==> config.mk <==
export PLATFORM = sky130hd
export DESIGN_NAME = speaker_i2s_tx
export DESIGN_NICKNAME = d
export VERILOG_FILES = /design/src/rtl/speaker_i2s_tx.sv
export SDC_FILE = /design/constraint.sdc
export NUM_CORES = 1
export LEC_CHECK = 0
export ABC_AREA = 1
export ABC_CLOCK_PERIOD_IN_PS = 4000
export BUFFER_PORTS_ARGS = -buffer_cell sky130_fd_sc_hd__buf_2
export CORE_UTILIZATION = 50
export CTS_BUF_LIST = sky130_fd_sc_hd__clkbuf_2 sky130_fd_sc_hd__clkbuf_4 sky130_fd_sc_hd__clkbuf_8
export DETAILED_ROUTE_END_ITERATION = 8
export PLACE_DENSITY = 0.8
export RECOVER_POWER = 25
export SLEW_MARGIN = 20
export SYNTH_ARGS = -nofsm -noshare
export SYNTH_HDL_FRONTEND = slang
export SYNTH_SLANG_ARGS = --single-unit
==> constraint.sdc <==
create_clock -name clk -period 4 [get_ports clk]
set_input_delay 0.8 -clock clk [delete_from_list [all_inputs] [get_ports clk]]
set_output_delay 0.8 -clock clk [all_outputs]
set_load 0.05 [all_outputs]
==> src/rtl/speaker_i2s_tx.sv <==
// I2S transmitter for the PMOD audio DAC: square-wave tone at note_div pitch, 3-bit volume,
// one 16-bit sample latched per 512-cycle frame. Optional macro NOTE_RESTART_EN restarts the tone on note change.
module speaker_i2s_tx (
  input  logic        clk,
  input  logic        rst,
  input  logic [21:0] note_div,
  input  logic [2:0]  volume,
  output logic        audio_mclk,
  output logic        audio_sck,
  output logic        audio_lrck,
  output logic        audio_sdin
);

  localparam int unsigned FCNT_W = 9;
  localparam int unsigned DIV_W  = 22;
  localparam int unsigned SMP_W  = 16;

  logic [FCNT_W-1:0] fcnt_q, fcnt_d;
  logic [DIV_W-1:0]  hcnt_q, hcnt_d;
  logic              phase_q, phase_d;
  logic [SMP_W-1:0]  smp_q, smp_d;
  logic              sdin_q, sdin_d;
  logic [SMP_W-1:0]  amp;
  logic [SMP_W-1:0]  sample;
`ifdef NOTE_RESTART_EN
  logic [DIV_W-1:0]  note_q;
`endif

  // Volume to amplitude, clamped at 0x4000 so +/-amp never overflows.
  always_comb begin
    amp = '0;
    case (volume)
      3'd0:                         amp = '0;
      3'd1, 3'd2, 3'd3, 3'd4, 3'd5: amp = SMP_W'(16'h0200 << volume);
      default:                      amp = 16'h4000;
    endcase
  end

  always_comb begin
    sample = '0;
    if (note_div != '0) begin
      sample = phase_q ? amp : SMP_W'(~amp + 16'd1);
    end
  end

  // Tone half-period counter; >= keeps hcnt bounded when note_div shrinks.
  always_comb begin
    hcnt_d  = hcnt_q + 22'd1;
    phase_d = phase_q;
    if (note_div == '0) begin
      hcnt_d  = '0;
      phase_d = 1'b0;
    end
`ifdef NOTE_RESTART_EN
    else if (note_div != note_q) begin
      hcnt_d  = '0;
      phase_d = 1'b0;
    end
`endif
    else if (hcnt_q >= note_div - 22'd1) begin
      hcnt_d  = '0;
      phase_d = ~phase_q;
    end
  end

  // Sample latched at frame end; sdin pre-computed from next state so it lands with fcnt.
  always_comb begin
    fcnt_d = fcnt_q + 9'd1;
    smp_d  = (fcnt_q == 9'd511) ? sample : smp_q;
    sdin_d = smp_d[4'd15 - fcnt_d[7:4]];
  end

  always_ff @(posedge clk) begin
    if (rst) begin
      fcnt_q  <= '0;
      hcnt_q  <= '0;
      phase_q <= 1'b0;
      smp_q   <= '0;
      sdin_q  <= 1'b0;
    end else begin
      fcnt_q  <= fcnt_d;
      hcnt_q  <= hcnt_d;
      phase_q <= phase_d;
      smp_q   <= smp_d;
      sdin_q  <= sdin_d;
    end
  end

`ifdef NOTE_RESTART_EN
  always_ff @(posedge clk) begin
    if (rst) begin
      note_q <= '0;
    end else begin
      note_q <= note_div;
    end
  end
`endif

  assign audio_mclk = fcnt_q[1];
  assign audio_sck  = fcnt_q[3];
  assign audio_lrck = fcnt_q[8];
  assign audio_sdin = sdin_q;

endmodule

# After elaboration in Yosys (flattened, before gate mapping)
# Cells that the tools add are included.
# op_classes
eq_ne,6
n_addsub,5
bitwise_logic,2
n_reduce_logical,6
shift,1
order_cmp,2
mux,6
# op_table
op,count
two-way mux 16 bit,3
one-hot mux 16 bit (2 select lines),1
adder 22 x 1 -> 22 bit (second input constant),1
greater-or-equal comparator 22 bit,1
logical NOT 22 bit,1
nonzero test 22 bit,1
subtractor 22 x 1 -> 22 bit (second input constant),1
adder 16 x 1 -> 16 bit (second input constant),1
inverter 16 bit,1
<< shifter 10 x 3 -> 16 bit (first input constant),1
adder 9 x 1 -> 9 bit (second input constant),1
equality test 9 bit (second input constant),1
equality test 3 x 2 -> 1 bit (second input constant),2
equality test 3 bit (second input constant),2
less-than comparator 4 x 5 -> 1 bit (second input constant),1
OR reduction 5 bit,1
binary-select mux 1 bit (select 4 bit),1
subtractor 4 bit (first input constant),1
equality test 3 x 1 -> 1 bit (second input constant),1
logical NOT 3 bit,1
OR reduction 3 bit,1
OR reduction 2 bit,1
two-way mux 1 bit,1
inverter 1 bit,1
# word_totals
output_inout_bits,4
word_cells,33
register_bits,49
inputBits,27

# Longest topological paths before layout
# Gate-level depths: netlist (run 1).
# depth
word_depth,10
ltp_mapped,20
depth_no_buf,19

# Worst setup path after synthesis (run 1)
# OpenSTA, ideal clock, no wires.
# synth_timing
path_type,input to register
start,input note_div[0]
end,register hcnt_q[19]
required_ps,3880
setup_ps,120
arrival_time_ps,3161
path_slack_ps,719
path_buffers,1
path_stages,20
cell_sequence,inv_1 ha_1 nand2_1 nor2_1 nand2_1 nor2_1 nand4_1 nor2_1 xor2_1 inv_1 ha_1 inv_1 nor3_1 nand2_1 nor2_1 nand2_1 nand4_1 or2_1 buf_2 nor3_1
# synth_between
elab_chain_len,3
word_cells_on_any_way,4
# synth_rtl
element,line,text
"start, declared",6,"input logic [21:0] note_div,"
subtractor 22 x 1 -> 22 bit,60,else if (hcnt_q >= note_div - 22'd1) begin
greater-or-equal comparator 22 bit,60,
OR reduction 3 bit (no line) *,-,
"end signal, assigned",82,hcnt_q <= hcnt_d;
"end, declared",19,"logic [DIV_W-1:0] hcnt_q, hcnt_d;"
# Mark *: on every way between the ends. The rest lies on a longest branch, timed or not.
# A chain may end at the register's enable or synchronous reset.

# Worst setup path after layout (run 1)
# layout_timing
start,input note_div[0]
end,register hcnt_q[11]
# The elaborated chain is that of the path after synthesis.

==> results of run 1 <==
## how the worst min path moves through the flow
stage | from | to | slack, ns | cells after the start
final | smp_q[2]$_SDFF_PP0_ | smp_q[2]$_SDFF_PP0_ | 0.45 | 2
after global routing | smp_q[3]$_SDFF_PP0_ | smp_q[3]$_SDFF_PP0_ | 0.46 | 2
after CTS | smp_q[2]$_SDFF_PP0_ | smp_q[2]$_SDFF_PP0_ | 0.45 | 2
after detailed placement | smp_q[2]$_SDFF_PP0_ | smp_q[2]$_SDFF_PP0_ | 0.43 | 2
after global placement | smp_q[2]$_SDFF_PP0_ | smp_q[2]$_SDFF_PP0_ | 0.43 | 2
after floorplan | smp_q[3]$_SDFF_PP0_ | smp_q[3]$_SDFF_PP0_ | 0.42 | 2
## final cells by class
| class | instances | area, um^2 |
|---|---|---|
| sequential | 49 | 981 |
| tap | 77 | 96.3 |
| clock buffer | 6 | 82.6 |
| fill | 597 | 2750 |
| multi-input combinational | 366 | 2070 |
| timing repair buffer | 31 | 151 |
| clock inverter | 2 | 16.3 |
| inverter | 63 | 236 |
## logic make-up (layout without fill, tap and decap cells)
kind of cell | after synthesis | count (layout)
AO/OA/AOI/OAI | 48 | 48
XOR/XNOR | 28 | 28
adder cells (fa/ha/maj) | 28 | 28
buffers and inverters | 70 | 102
flip-flops | 49 | 49
other | 1 | 1
AND/OR/NAND/NOR | 261 | 261
## critical path, delay by kind of cell
family | cells | cell delay (ns)
compound gates | 2 | 0.20
xor+xnor | 1 | 0.17
simple gates | 10 | 1.56
fa+ha+maj | 2 | 0.48
buf+inv | 5 | 0.55
## layer usage
metal	up-vias	global-route usage, %	share of wire (%)
met5	-	0	0
li1	1626	-	-
met3	7	3.86	2.9
met4	0	5.55	1.1
met2	37	38.1	48
met1	1344	26.5	48
## power by group through the flow
stage	Sequential (mW)	Combinational (mW)	Clock, mW
2_1_floorplan	0.513	0.0655	0
3_5_place_dp	0.510	0.105	0
3_3_place_gp	0.510	0.100	0
6_report	0.499	0.105	0.314
4_1_cts	0.499	0.106	0.319
5_1_grt	0.499	0.122	0.340
## registers in the layout, summed over array words and instances (netlist names)
register and flops:
smp_q 16, fcnt_q 9, audio_sdin 1, hcnt_q 22, phase_q 1
## cell usage in the layout, fill, tap and decap left out, types with 3 or more instances in the layout
master	instances
sky130_fd_sc_hd__nor4_1	5
sky130_fd_sc_hd__o21ai_0	16
sky130_fd_sc_hd__buf_2	25
sky130_fd_sc_hd__clkbuf_8	6
sky130_fd_sc_hd__nand3_2	5
sky130_fd_sc_hd__dfxtp_1	49
sky130_fd_sc_hd__inv_1	62
sky130_fd_sc_hd__nand3_1	33
sky130_fd_sc_hd__xnor2_1	10
sky130_fd_sc_hd__nand2_1	94
sky130_fd_sc_hd__nor2_2	3
sky130_fd_sc_hd__xor2_1	17
sky130_fd_sc_hd__nand4_1	11
sky130_fd_sc_hd__ha_1	28
sky130_fd_sc_hd__nor3_1	11
sky130_fd_sc_hd__clkbuf_1	5
sky130_fd_sc_hd__nor2_1	78
sky130_fd_sc_hd__a21oi_1	27
sky130_fd_sc_hd__nor2_4	3
sky130_fd_sc_hd__or2_2	8
==> flow_summary.ini, run 1 <==
[synthesis]
synth_simple_gate_area_share_pct = 36.6
mapped_area_um2 = 3320
synth_cell_type_count = 34
syn_inst = 485
ys_async_sr_fraction_pct = 0
synth.yosys.seq_area_share_pct = 29.6
synth_adder_area_share_pct = 10.6
yosys_warnings = 0
synth_top_cells_by_area = sky130_fd_sc_hd__dfxtp_1 30%, sky130_fd_sc_hd__nand2_1 11%, sky130_fd_sc_hd__ha_1 11%
synth_top_family_by_area = simple AND/OR/NAND/NOR gates
count_of_flip_flops_with_a_built_in_enable_after_synthesis = 0
synth_area_per_cell_um2 = 6.84
netlist.area_leader.share_pct = 29.6
yosysTopAreaCell = sky130_fd_sc_hd__dfxtp_1
synth_xor_xnor_area_share_pct = 7.61
synth_top_flop_cell = sky130_fd_sc_hd__dfxtp_1
synth_mux_area_share_pct = 0
yosys_register_bits = 49
yosysMostFrequentCell = sky130_fd_sc_hd__nand2_1
mappedNetlistNets = 540
synth-compound-area-share_pct = 7.58
most_common_library_cells_after_synthesis = 94 x sky130_fd_sc_hd__nand2_1, 78 x sky130_fd_sc_hd__nor2_1, 62 x sky130_fd_sc_hd__inv_1, 49 x sky130_fd_sc_hd__dfxtp_1, 33 x sky130_fd_sc_hd__nand3_1

[clock_network]
number_of_instances_resized_during_post_cts_repair = 0
clock_latency_ns = 0.31
cts_inserted_buffers = 5
tritoncts = yes
root_buffer = sky130_fd_sc_hd__clkbuf_8
cts_max_level = 2
cts_setup_buffers = 0
clk_path_buf_depth = 2
cts.hold.buffers_added = 0
cts_num_sinks = 49
path_clk_slew_ns = 0.10

[job]
max_cap_violations = 0

[detailed_routing]
detailroute.via_count = 3014
postRouteAntennaNets = 0
initialDrtViolationCount = 153
drcViolationCount = 0
dr.pass1.iters = 4
detail_route.wirelength_mm = 6.75
vias_per_cell = 5.07
wl_per_cell_um = 11.4

[critical_path]
r2r_end = audio_sdin$_SDFF_PP0_
reg2reg_depth = 15
cp_data_required_time_ns = 4.23
crit_end = hcnt_q[11]$_SDFF_PP0_
critical_path.max_fanout = 22
path_cells = buf_2 > inv_1 > ha_1 > nand2_1 > nor3_2 > nand2_1 > nor3_1 > nand3_1 > xor2_1 > inv_1 > ha_1 > nand2_1 > inv_1 > o21ai_0 > nand2_1 > a21oi_1 > nand4_1 > or2_1 > buf_4 > nor3_1
worst_path_largest_cell_delay_ns = 0.27
crit_slowest_cell = sky130_fd_sc_hd__ha_1
worst-endpoint-arrival_ns = 3.78
most_common_cell_type_on_the_critical_path = sky130_fd_sc_hd__nand2_1
setup.worst_path.class = in2reg
crit_start = note_div[0]
timing.critical_path.to_type = flop
reg2reg_from = fcnt_q[1]$_SDFF_PP0_
r2r_setup_slack_ns = 1.22
start_kind = input pin

[timing]
max_freq_mhz = 281
finalSetupViolCount = 0
tightest_slew_ns = 1.05
min_period_over_period_pct = 88.9
final.setup.tns_ns = 0
whs_ns = 0.448
slew-limit-headroom_pct = 30.0
setup_clock_skew_after_layout_ns = 0.0129
finalWorstSetupSlack_ns = 0.445
crit_path_time_final_ns = 3.55
rsz_0062_raised_after_global_routing = false
hold_violations = 0
final_max_tran_viols = 0

[final_layout]
utilization_after_layout_pct = 56.9
drive_gt1_share_pct = 11.6
design.final.nets = 571
insertedDiodeCount = 0
post_layout_nonfiller_instances = 594
flow.area_growth_from_synthesis_pct = 9.54
final_cell_area_um2 = 3640

[place]
dpl.cell_count = 586
place_worst_setup_slack_ns = 0.196
dp_hpwl_mm = 5.34
finalWeightedCongestion = 0.891
postPlaceCellArea_um2 = 3540
port_buffers = 30

[grt]
grt_first_pass_wirelength_mm = 12.5
grt.overflow.total = 0
track_usage_pct = 21.3
vias_in_the_first_global_route = 2957
antenna_found_initial = 0
maximum_number_of_pins_on_one_net_before_global_route_repair = 26

[power]
peakVddDrop_v = 0.000206
share_comb_of_total_power_pct = 11.4
pwr-share-clk_pct = 34.2
report.power.total_mw = 0.918
seqPwrFrac_pct = 54.3
power.internal_mw = 0.675
power_density_nw_per_um2 = 252
power_switching_mw = 0.243
total_leakage_power_nw = 1.67
sw_frac_of_total_pct = 26.5

[worst_hold_path]
tightest_hold_check_type = reg2reg

[die]
die_height_um = 83.5
design.portCount = 31
core.rowCount = 29
fp.dieW_um = 83.5
initial_standard_cell_utilization_of_the_core_pct = 52.0
coreArea_um2 = 6390
fp.dieArea_um2 = 6970

[run_status]
run_status = completed
No activity file was read; power rests on OpenSTA's default activity.
==> run 2: changes to the inputs <==
--- a/config.mk
+++ b/config.mk
@@ -8,10 +8,12 @@
 export ABC_AREA = 1
 export ABC_CLOCK_PERIOD_IN_PS = 4000
 export BUFFER_PORTS_ARGS = -buffer_cell sky130_fd_sc_hd__buf_2
-export CORE_UTILIZATION = 50
+export CELL_PAD_IN_SITES_DETAIL_PLACEMENT = 1
+export CELL_PAD_IN_SITES_GLOBAL_PLACEMENT = 2
+export CORE_UTILIZATION = 35
 export CTS_BUF_LIST = sky130_fd_sc_hd__clkbuf_2 sky130_fd_sc_hd__clkbuf_4 sky130_fd_sc_hd__clkbuf_8
 export DETAILED_ROUTE_END_ITERATION = 8
-export PLACE_DENSITY = 0.8
+export PLACE_DENSITY = 0.94
 export RECOVER_POWER = 25
 export SLEW_MARGIN = 20
 export SYNTH_ARGS = -nofsm -noshare
==> flow_summary.ini, run 2 (synthesized netlist as in run 1, its figures left out) <==
[die]
core.rowCount = 35
initial_standard_cell_utilization_of_the_core_pct = 36.1
fp.dieArea_um2 = 9880
design.portCount = 31
coreArea_um2 = 9200
fp.dieW_um = 99.4
die_height_um = 99.4

[detailed_routing]
postRouteAntennaNets = 0
drcViolationCount = 0
detail_route.wirelength_mm = 7.85
initialDrtViolationCount = 101
vias_per_cell = 4.88
wl_per_cell_um = 12.5
detailroute.via_count = 3064
dr.pass1.iters = 4

[clock_network]
path_clk_slew_ns = 0.10
cts_max_level = 2
cts.hold.buffers_added = 0
clock_latency_ns = 0.31
cts_setup_buffers = 0
tritoncts = yes
cts_num_sinks = 49
cts_inserted_buffers = 5
root_buffer = sky130_fd_sc_hd__clkbuf_8
number_of_instances_resized_during_post_cts_repair = 0
clk_path_buf_depth = 2

[timing]
finalWorstSetupSlack_ns = 0.516
finalSetupViolCount = 0
slew-limit-headroom_pct = 28.3
min_period_over_period_pct = 87.1
rsz_0062_raised_after_global_routing = false
final.setup.tns_ns = 0
hold_violations = 0
tightest_slew_ns = 1.08
final_max_tran_viols = 0
max_freq_mhz = 287
setup_clock_skew_after_layout_ns = 0.0120
crit_path_time_final_ns = 3.48

[final_layout]
flow.area_growth_from_synthesis_pct = 11.2
drive_gt1_share_pct = 11.6
leading_cell_types_in_the_layout_fill_and_taps_excluded = 94 x sky130_fd_sc_hd__nand2_1, 78 x sky130_fd_sc_hd__nor2_1, 62 x sky130_fd_sc_hd__inv_1
utilization_after_layout_pct = 40.1
multiInputGateArea_um2 = 2070
final_common_cell = sky130_fd_sc_hd__nand2_1
registers_with_the_most_flip_flops = hcnt_q: 22 flops, smp_q: 16 flops, fcnt_q: 9 flops
post_layout_nonfiller_instances = 628
largest_register_ffs = 22
fillerInstances = 1217
insertedDiodeCount = 0
seq_area_um2 = 981
design.final.nets = 571
regMostFlops = hcnt_q

[run_status]
run_status = completed

[grt]
maximum_number_of_pins_on_one_net_before_global_route_repair = 26
vias_in_the_first_global_route = 3172
track_usage_pct = 17.4
grt.overflow.total = 0
grt_first_pass_wirelength_mm = 14.1
antenna_found_initial = 0

[critical_path]
timing.critical_path.max_delay_family = simple AND/OR/NAND/NOR gates
worst-endpoint-arrival_ns = 3.72
start_kind = input pin
crit_buf_inv = 5
path_cells = buf_2 > inv_1 > ha_1 > nand2_1 > nor3_2 > nand2_1 > nor3_1 > nand3_1 > xor2_1 > inv_1 > ha_1 > nand2_1 > inv_1 > o21ai_0 > nand2_1 > a21oi_1 > nand4_1 > or2_1 > buf_12 > a21oi_1
most_common_cell_type_on_the_critical_path = sky130_fd_sc_hd__nand2_1
critical_path.max_fanout = 22
r2r_setup_slack_ns = 1.19
cp_data_required_time_ns = 4.23
worst_path_largest_cell_delay_ns = 0.28
crit_slowest_cell = sky130_fd_sc_hd__nor3_2
timing.critical_path.to_type = flop
setup.worst_path.class = in2reg

[power]
peakVddDrop_v = 0.000133
total_leakage_power_nw = 1.68
power_density_nw_per_um2 = 250
report.power.total_mw = 0.924

[worst_hold_path]
tightest_hold_check_type = reg2reg

[place]
dpl.cell_count = 620
port_buffers = 30
finalWeightedCongestion = 0.816
dp_hpwl_mm = 6.38
place_worst_setup_slack_ns = 0.181

[job]
max_cap_violations = 0
-- run 2: path summary, 6_finish.rpt --
path,startpoint,end,cells past startpoint
hold / removal,smp_q[3]$_SDFF_PP0_,smp_q[3]$_SDFF_PP0_,2
setup / recovery,note_div[0],hcnt_q[18]$_SDFF_PP0_,20
setup reg to reg,fcnt_q[1]$_SDFF_PP0_,audio_sdin$_SDFF_PP0_,15
hold reg to reg,smp_q[3]$_SDFF_PP0_,smp_q[3]$_SDFF_PP0_,2
-- run 2: where the power goes --
group | internal [mW] | switching [mW] | leakage, nW
logic | 0.0406 | 0.0658 | 1.23
registers | 0.493 | 0.00580 | 0.396
clock network | 0.143 | 0.177 | 0.0478
total | 0.676 | 0.248 | 1.68
-- run 2: routing by layer --
metal	track usage (%)	vias up	part of all wire, %
met1	21.1	1424	48
li1	-	1620	-
met4	3.96	0	0.79
met5	0	-	0
met2	32.4	14	50
met3	2.67	6	1.4
-- run 2: metrics by stage --
stage | area, um^2 | hold slack (ns)
2_1_floorplan | 3320 | 0.419
3_3_place_gp | 3600 | 0.428
3_5_place_dp | 3600 | 0.433
4_1_cts | 3700 | 0.450
5_1_grt | 3690 | 0.472
6_report | 3690 | 0.450
-- run 2: cell type report --
type	count	share of cell area [%]
Multi-Input combinational cell	366	56.1
Sequential cell	49	26.6
Inverter	63	6.41
Timing Repair Buffer	31	4.44
Tap cell	111	3.76
Clock buffer	6	2.24
Clock inverter	2	0.441
-- run 2: tightest hold or removal path, cell delays in order, from the launching register on --
cell,delay [ns]
sky130_fd_sc_hd__dfxtp_1,0.32
sky130_fd_sc_hd__nand2_1,0.06
sky130_fd_sc_hd__nor2_1,0.03
==> run 3: changes to the inputs <==
--- a/config.mk
+++ b/config.mk
@@ -13,6 +13,7 @@
 export CORE_UTILIZATION = 35
 export CTS_BUF_LIST = sky130_fd_sc_hd__clkbuf_2 sky130_fd_sc_hd__clkbuf_4 sky130_fd_sc_hd__clkbuf_8
 export DETAILED_ROUTE_END_ITERATION = 8
+export GPL_TIMING_DRIVEN = 0
 export PLACE_DENSITY = 0.94
 export RECOVER_POWER = 25
 export SLEW_MARGIN = 20
==> flow_summary.ini, run 3 (synthesized netlist as in run 1, its figures left out) <==
[power]
total_leakage_power_nw = 1.68
peakVddDrop_v = 0.000232
report.power.total_mw = 0.987
power_density_nw_per_um2 = 266

[die]
core.rowCount = 35
fp.dieW_um = 99.4
die_height_um = 99.4
coreArea_um2 = 9200
initial_standard_cell_utilization_of_the_core_pct = 36.1
design.portCount = 31
fp.dieArea_um2 = 9880

[final_layout]
final_cell_area_um2 = 3710
registers_with_the_most_flip_flops = hcnt_q: 22 flops, smp_q: 16 flops, fcnt_q: 9 flops
largest_register_ffs = 22
final_common_cell = sky130_fd_sc_hd__nand2_1
leading_cell_types_in_the_layout_fill_and_taps_excluded = 94 x sky130_fd_sc_hd__nand2_1, 78 x sky130_fd_sc_hd__nor2_1, 62 x sky130_fd_sc_hd__inv_1
multiInputGateArea_um2 = 2060
regMostFlops = hcnt_q
flow.area_growth_from_synthesis_pct = 11.8
seq_area_um2 = 981
drive_gt1_share_pct = 11.7
design.final.nets = 576
post_layout_nonfiller_instances = 633
fillerInstances = 1227
insertedDiodeCount = 0

[place]
finalWeightedCongestion = 0.819
dpl.cell_count = 625
port_buffers = 29
postPlaceCellArea_um2 = 3600
dp_hpwl_mm = 6.50

[clock_network]
cts_max_level = 2
number_of_instances_resized_during_post_cts_repair = 0
cts_num_sinks = 49
cts_inserted_buffers = 5
clock_latency_ns = 0.30
cts_setup_buffers = 0
root_buffer = sky130_fd_sc_hd__clkbuf_8
tritoncts = yes
clk_path_buf_depth = 2
path_clk_slew_ns = 0.10
cts.hold.buffers_added = 0

[detailed_routing]
dr.pass1.iters = 4
postRouteAntennaNets = 0
drcViolationCount = 0
wl_per_cell_um = 12.1
vias_per_cell = 4.88
detail_route.wirelength_mm = 7.68
initialDrtViolationCount = 78
detailroute.via_count = 3087

[grt]
vias_in_the_first_global_route = 3113
maximum_number_of_pins_on_one_net_before_global_route_repair = 17
grt.overflow.total = 0
antenna_found_initial = 0
track_usage_pct = 17.3
grt_first_pass_wirelength_mm = 13.8

[run_status]
run_status = completed

[timing]
final_max_tran_viols = 0
slew-limit-headroom_pct = 60.3
crit_path_time_final_ns = 3.64
setup_clock_skew_after_layout_ns = 0.0102
min_period_over_period_pct = 91.0
tightest_slew_ns = 0.598
max_freq_mhz = 275
whs_ns = 0.447
hold_violations = 0
finalSetupViolCount = 0

[critical_path]
worst-endpoint-arrival_ns = 3.83
cp_data_required_time_ns = 4.19
setup.worst_path.class = in2reg
start_kind = input pin
critical_path.max_fanout = 10
timing.critical_path.to_type = flop

[worst_hold_path]
tightest_hold_check_type = reg2reg

[job]
max_cap_violations = 0
-- run 3: layer usage --
metal | global-route usage (%) | share of wire (%) | vias up
li1 | - | - | 1629
met4 | 3.39 | 0.94 | 0
met5 | 0 | 0 | -
met1 | 22.1 | 48 | 1438
met2 | 31.1 | 49 | 16
met3 | 2.32 | 1.6 | 4
-- run 3: power breakdown --
group / internal [mW] / leakage, nW / switching (mW)
clock network: 0.208 / 0.0633 / 0.175
logic: 0.0402 / 1.22 / 0.0663
registers: 0.493 / 0.396 / 0.00565
-- run 3: area by class of cell --
class	instances	share of cell area [%]
plain buffers	7	0.843
clock buffers	6	2.23
clock inverters	2	1.11
inverters	63	6.37
multi-input cells	366	55.5
flip-flops and latches	49	26.4
well taps	111	3.74
repair buffers	29	3.81
-- run 3: final timing paths --
kind / end / slack, ns / cells after the start / start
min reg2reg: smp_q[3]$_SDFF_PP0_ / 0.45 / 2 / smp_q[3]$_SDFF_PP0_
max: hcnt_q[8]$_SDFF_PP0_ / 0.36 / 21 / note_div[0]
max reg2reg: audio_sdin$_SDFF_PP0_ / 1.36 / 14 / fcnt_q[1]$_SDFF_PP0_
min: smp_q[3]$_SDFF_PP0_ / 0.45 / 2 / smp_q[3]$_SDFF_PP0_
-- run 3: metrics by stage --
| stage | utilization [%] | worst slack (ns) | setup TNS [ns] |
|---|---|---|---|
| 2_1_floorplan | - | 0.719 | 0 |
| 3_3_place_gp | 39.2 | 0.0311 | 0 |
| 3_5_place_dp | 39.2 | -0.0793 | -1.13 |
| 4_1_cts | 40.5 | 0.230 | 0 |
| 5_1_grt | 40.4 | -0.00271 | -0.00517 |
| 6_report | 40.4 | 0.358 | 0 |
-- run 3: worst max-delay path: stages --
cell                      delay, ns
sky130_fd_sc_hd__buf_2         0.10
sky130_fd_sc_hd__inv_1         0.12
sky130_fd_sc_hd__ha_1          0.21
sky130_fd_sc_hd__nand2_1       0.14
sky130_fd_sc_hd__nor2_1        0.23
sky130_fd_sc_hd__nand2_1       0.11
sky130_fd_sc_hd__nor2_1        0.11
sky130_fd_sc_hd__nand4_1       0.11
sky130_fd_sc_hd__nor2_1        0.13
sky130_fd_sc_hd__xor2_1        0.17
sky130_fd_sc_hd__inv_1         0.06
sky130_fd_sc_hd__ha_1          0.26
sky130_fd_sc_hd__inv_1         0.04
sky130_fd_sc_hd__nor3_1        0.24
sky130_fd_sc_hd__nand2_1       0.13
sky130_fd_sc_hd__nor2_1        0.10
sky130_fd_sc_hd__nand2_1       0.06
sky130_fd_sc_hd__nand4_1       0.15
sky130_fd_sc_hd__or2_1         0.20
sky130_fd_sc_hd__buf_2         0.27
sky130_fd_sc_hd__nor2_1        0.06
